**config.mk**
```make
export PLATFORM = sky130hd
export DESIGN_NAME = fwnoc_router_egress_arb
export DESIGN_NICKNAME = d
export VERILOG_FILES = /design/src/rtl/fwnoc_router_egress_arb.sv
export SDC_FILE = /design/constraint.sdc
export NUM_CORES = 1
export LEC_CHECK = 0
export CORE_ASPECT_RATIO = 2
export CORE_UTILIZATION = 34
export CTS_CLUSTER_DIAMETER = 60
export DETAILED_ROUTE_END_ITERATION = 8
export PLACE_DENSITY = 0.89
export RECOVER_POWER = 100
export SLEW_MARGIN = 25
export SYNTH_ARGS = -nofsm -noshare
export SYNTH_HDL_FRONTEND = slang
export SYNTH_SLANG_ARGS = --single-unit
```
**constraint.sdc**
```tcl
create_clock -name clock -period 4.38 [get_ports clock]
set_clock_uncertainty 0.2 [all_clocks]
set_input_delay 0.657 -clock clock [delete_from_list [all_inputs] [get_ports clock]]
set_output_delay 0.657 -clock clock [all_outputs]
set_load 0.02 [all_outputs]
```
**src/rtl/fwnoc_router_egress_arb.sv**
```systemverilog
// Round-robin egress arbiter for a NoC router: one ingress port owns the egress
// link for a whole packet, whose length comes from the header flit size code.
module fwnoc_router_egress_arb #(
  parameter int N_PORTS = 4,
  parameter int DAT_W   = 32
) (
  input  logic                       clock,
  input  logic                       reset,
  input  logic [N_PORTS-1:0]         i_valid,
  output logic [N_PORTS-1:0]         i_ready,
  input  logic [N_PORTS*DAT_W-1:0]   i_dat,
  output logic                       e_valid,
  input  logic                       e_ready,
  output logic [DAT_W-1:0]           e_dat,
  output logic [N_PORTS-1:0]         gnt,
  output logic                       pkt_done,
  output logic                       err_size,
  output logic                       dbg_state_o
);

  localparam int OWN_W = (N_PORTS > 1) ? $clog2(N_PORTS) : 1;

  typedef enum logic {ST_IDLE, ST_XFER} state_e;

  state_e             state_q, state_d;
  logic [OWN_W-1:0]   owner_q, owner_d;
  logic [OWN_W-1:0]   last_q, last_d;
  logic [4:0]         rem_q, rem_d;
  logic               err_q, err_d;
  logic [OWN_W-1:0]   winner;
  logic               found;
  logic [3:0]         win_code;
  logic               hs;

  // Flits in a packet, header included; illegal codes degrade to header-only.
  function automatic logic [4:0] flits_for(input logic [3:0] code);
    case (code)
      4'd0:    flits_for = 5'd1;
      4'd1:    flits_for = 5'd2;
      4'd2:    flits_for = 5'd3;
      4'd3:    flits_for = 5'd5;
      4'd4:    flits_for = 5'd9;
      4'd5:    flits_for = 5'd17;
      default: flits_for = 5'd1;
    endcase
  endfunction

  // Search starts one past the last owner so it loses ties to everyone else.
  always_comb begin
    found  = 1'b0;
    winner = '0;
    for (int off = 1; off <= N_PORTS; off++) begin
      if (!found && i_valid[(int'(last_q) + off) % N_PORTS]) begin
        found  = 1'b1;
        winner = OWN_W'((int'(last_q) + off) % N_PORTS);
      end
    end
  end

  assign win_code = i_dat[int'(winner)*DAT_W +: 4];

  // Egress handshake: a flit moves when e_valid && e_ready in the same cycle;
  // e_valid never depends on e_ready, and i_ready of the owner is e_ready.
  always_comb begin
    state_d  = state_q;
    owner_d  = owner_q;
    last_d   = last_q;
    rem_d    = rem_q;
    err_d    = 1'b0;
    i_ready  = '0;
    e_valid  = 1'b0;
    e_dat    = '0;
    gnt      = '0;
    pkt_done = 1'b0;
    hs       = 1'b0;
    case (state_q)
      ST_IDLE: begin
        if (found) begin
          state_d = ST_XFER;
          owner_d = winner;
          last_d  = winner;
          rem_d   = flits_for(win_code);
          err_d   = (win_code > 4'd5);
        end
      end
      ST_XFER: begin
        gnt[owner_q]     = 1'b1;
        e_valid          = i_valid[owner_q];
        e_dat            = i_dat[int'(owner_q)*DAT_W +: DAT_W];
        i_ready[owner_q] = e_ready;
        hs               = e_valid & e_ready;
        if (hs) begin
          rem_d = rem_q - 5'd1;
          if (rem_q == 5'd1) begin
            state_d  = ST_IDLE;
            pkt_done = 1'b1;
          end
        end
      end
      default: state_d = ST_IDLE;
    endcase
  end

  always_ff @(posedge clock) begin
    if (reset) begin
      state_q <= ST_IDLE;
      owner_q <= '0;
      last_q  <= OWN_W'(N_PORTS - 1);
      rem_q   <= '0;
      err_q   <= 1'b0;
    end else begin
      state_q <= state_d;
      owner_q <= owner_d;
      last_q  <= last_d;
      rem_q   <= rem_d;
      err_q   <= err_d;
    end
  end

  assign err_size    = err_q;
  assign dbg_state_o = (state_q == ST_XFER);

endmodule

```
==> run_results.csv <==
group,metric,value,unit
run_status,status,"finished, final reports clean",
route,drt_wl_total,7.14,mm
pwr,power.internal,471,uW
clock_network,cts_resized,0,
route,drt_iter0_markers,75,
route,total_via_count_in_the_routed_design,2301,
clock_network,clock_latency,250,ps
timing,max_freq,270,MHz
place,portBuffers,178,
synthesis,postSynthAreaPerCell,10.3,um^2
floorplan,total_number_of_placement_rows,38,
synthesis,complex_gate_fraction_of_the_synthesized_area,12.6,%
timing,final_min_period_over_clock_period,84.5,%
min_path,min-delay-start,"rem_q[2]",
clock_network,numCtsBuffers,3,
global_route,grt-ovfl-total,0,
pwr,power_per_cell_area,190,nW/um^2
clock_network,cts-htree-levels,1,
worst_setup_path,end_kind,"output pin",
clock_network,ctsHoldBuffers,0,
pwr,comb_power_share,65.1,%
timing,rsz0062_at_grt,"no",
synthesis,synth_edf_count,0,
route,route.detailed.wl_per_inst,17.3,um
floorplan,core,5420,um^2
synthesis,synthXorXnorAreaFrac,0.915,%
global_route,grt_antenna_before_repair,0,
synthesis,ys_ff_latch,11,
clock_network,clock_sink_count,11,
finish,seqCellArea,221,um^2
pwr,clock_power_share,14.8,%
finish,fillcell_total,426,
timing,timing_worst_slew_pin_value,1110,ps
worst_setup_path,timing_worst_setup_path_type,"flop to output pin",
clock_network,tritoncts_clock_tree,"built",
synthesis,post_synth_inst_count,185,
worst_setup_path,worst_setup_path_start,"owner_q[0]",
timing,hold_viol_final,0,
finish,drive_above_1_share,14.4,%
synthesis,total_standard_cell_area_after_synthesis,1910,um^2
synthesis,postSynthNetCount,322,
synthesis,synth.yosys.seq_area_share,11.5,%
timing,finalSetupViolCount,0,
synthesis,synth_simple_gate_area_share,24.2,%
synthesis,synthesis.yosys.warnings,0,
route,vias_per_cell,5.57,
timing,maxSlewHeadroom,25.7,%
global_route,grt.total_usage,23.1,%
global_route,grt_max_degree,43,
worst_setup_path,timing.critical_path.required,3520,ps
synthesis,yosys-mux-area-fraction,45.4,%
finish,antenna_cells_inserted,0,
route,ant_nets,0,
job,max_cap_violations,0,
global_route,wire_length_of_the_first_global_routing_pass,10.1,mm
worst_setup_path,setup.reg_to_reg.worst_slack,1410,ps
finish,multiInputGateArea,1610,um^2
worst_setup_path,critical_path_arrival,2840,ps
clock_network,cts.root.buffer_cell,"sky130_fd_sc_hd__clkbuf_8",
timing,final_max_slew_viol_count,0,
finish,fin_nets,491,
synthesis,dominant_register_cell_in_the_synthesized_netlist,"sky130_fd_sc_hd__dfxtp_1",
pwr,seq_power_share,20.1,%
global_route,grt_pass1_vias,2273,
place,hpwl,6.08,mm
place,place.gp.congestion,0.802,
worst_setup_path,critical_path.reg2reg.startpoint,"dbg_state_o",
synthesis,synth_cell_types,47,
clock_network,clockBufferDepth,2,
route,detailedRoute.firstPassIterationCount,4,
floorplan,start_util,35.3,%
timing,setup_tns,0,ps
pwr,net_switching_share_of_the_total_power,34.5,%
worst_setup_path,crit_path_start_kind,"flop",
floorplan,die_area,5950,um^2
synthesis,yosys.area_share.adder,1.31,%
finish,area_delta_synth_final,97.4,%
clock_network,cts.clk_slew.worst_paths,50,ps
floorplan,io_pins,179,
pwr,power_switching,248,uW
pwr,worst_supply_voltage_drop_on_vdd,0.205,mV
timing,worst_hold_slack,326,ps
floorplan,vertical_extent_of_the_die,108,um
worst_setup_path,critPathMaxFanout,27,
timing,layout_min_cycle_time,3700,ps
pwr,power_leakage,1.38,nW
min_path,min-delay-path-class,"flop to flop",
floorplan,dieWidth,55.1,um
clock_network,cts_setup_buffers,0,
synthesis,postSynth.asyncResetShare,0,%
synthesis,synth_top_family_by_area,"multiplexers",
route,drc,0,
[synth_stat cells, drive strengths merged (3+ instances only)]
cell type  instances  area [um^2]
o21ai              3         26.3
clkbuf            14         52.6
mux4              37          837
and2              33          206
nor3               3         15.0
o22ai              3         31.3
a21oi              7         38.8
inv                3         11.3
nor3b              4         30.0
dfxtp             11          220
nor2b              3         18.8
nor2              13         48.8
nand2             10         37.5
buf                3         11.3
[worst max-delay path, cell delays in order (launching register included)]
cell	delay, ps
sky130_fd_sc_hd__dfxtp_1	1050
sky130_fd_sc_hd__buf_12	300
sky130_fd_sc_hd__mux4_2	520
sky130_fd_sc_hd__and2_1	170
sky130_fd_sc_hd__clkdlybuf4s50_1	540
[per-stage QoR]
stage                     std cells  util [%]  worst slack, ps  total power [mW]  instance area [um^2]
after detailed placement        409      69.1              884             0.626                  3740
after global placement          409      69.1              981             0.613                  3740
after CTS                       413      69.9              996             0.732                  3790
after global routing            413      69.7              479             0.764                  3780
after floorplan                 185         -             1620             0.390                  1910
final                           413      69.7              680             0.719                  3780
[final timing paths]
check,end,depth (start not counted)
worst max-delay path,e_dat[28],4
worst min register to register,rem_q[2],2
worst min-delay path,rem_q[2],2
worst max register to register,rem_q[3],8
[cells in the final DEF (no fill, tap or decap), types with 2 or more instances in the layout]
cell and count:
sky130_fd_sc_hd__nor3_1 3, sky130_fd_sc_hd__dlygate4sd3_1 23, sky130_fd_sc_hd__nand3_1 2, sky130_fd_sc_hd__nor2_1 13
sky130_fd_sc_hd__ha_1 2, sky130_fd_sc_hd__clkdlybuf4s50_1 155, sky130_fd_sc_hd__o21a_1 2, sky130_fd_sc_hd__a21oi_1 7
sky130_fd_sc_hd__nor2b_1 3, sky130_fd_sc_hd__inv_1 3, sky130_fd_sc_hd__mux4_2 36, sky130_fd_sc_hd__and2_1 33
sky130_fd_sc_hd__dfxtp_1 10, sky130_fd_sc_hd__a31oi_1 2, sky130_fd_sc_hd__mux2i_1 2, sky130_fd_sc_hd__and3_1 2
sky130_fd_sc_hd__a221oi_1 2, sky130_fd_sc_hd__nor4b_1 2, sky130_fd_sc_hd__nor3b_1 4, sky130_fd_sc_hd__a21o_1 2
sky130_fd_sc_hd__nand2_1 10, sky130_fd_sc_hd__o22ai_2 2, sky130_fd_sc_hd__and3b_1 2, sky130_fd_sc_hd__clkbuf_8 3
[cell type report]
class | count | area share, %
repair buffers | 181 | 48.0
multi-input cells | 153 | 42.5
flip-flops and latches | 11 | 5.86
well taps | 60 | 1.99
clock buffers | 3 | 1.09
inverters | 4 | 0.397
clock inverters | 1 | 0.132
[power by group through the flow]
stage / Sequential, mW / Combinational, mW / Clock (mW)
detailed placement: 0.148 / 0.479 / 0
finish: 0.145 / 0.468 / 0.106
CTS: 0.146 / 0.480 / 0.106
floorplan: 0.124 / 0.266 / 0
global route: 0.149 / 0.501 / 0.114
global placement: 0.146 / 0.467 / 0
[state kept, by name (all words and copies together) (netlist names)]
name,count
rem_q,5
last_q,2
owner_q,2
dbg_state_o,1
err_size,1
[kinds of logic (layout without fill, tap and decap cells)]
group	count (synthesis)	after routing
mux	40	40
fa+ha+maj	2	2
flops	11	11
compound gates	29	29
buf+inv	21	189
simple gates	80	80
xor+xnor	2	2
[layer usage]
| layer | up-vias | GRT usage (%) | wire length [um] |
|---|---|---|---|
| li1 | 1063 | - | - |
| met1 | 1120 | 20.4 | 2090 |
| met3 | 21 | 3.38 | 547 |
| met4 | 0 | 10.2 | 259 |
| met5 | - | 0 | 0 |
| met2 | 97 | 45.9 | 4240 |
Note: power is estimated with default switching activity, not from simulation.
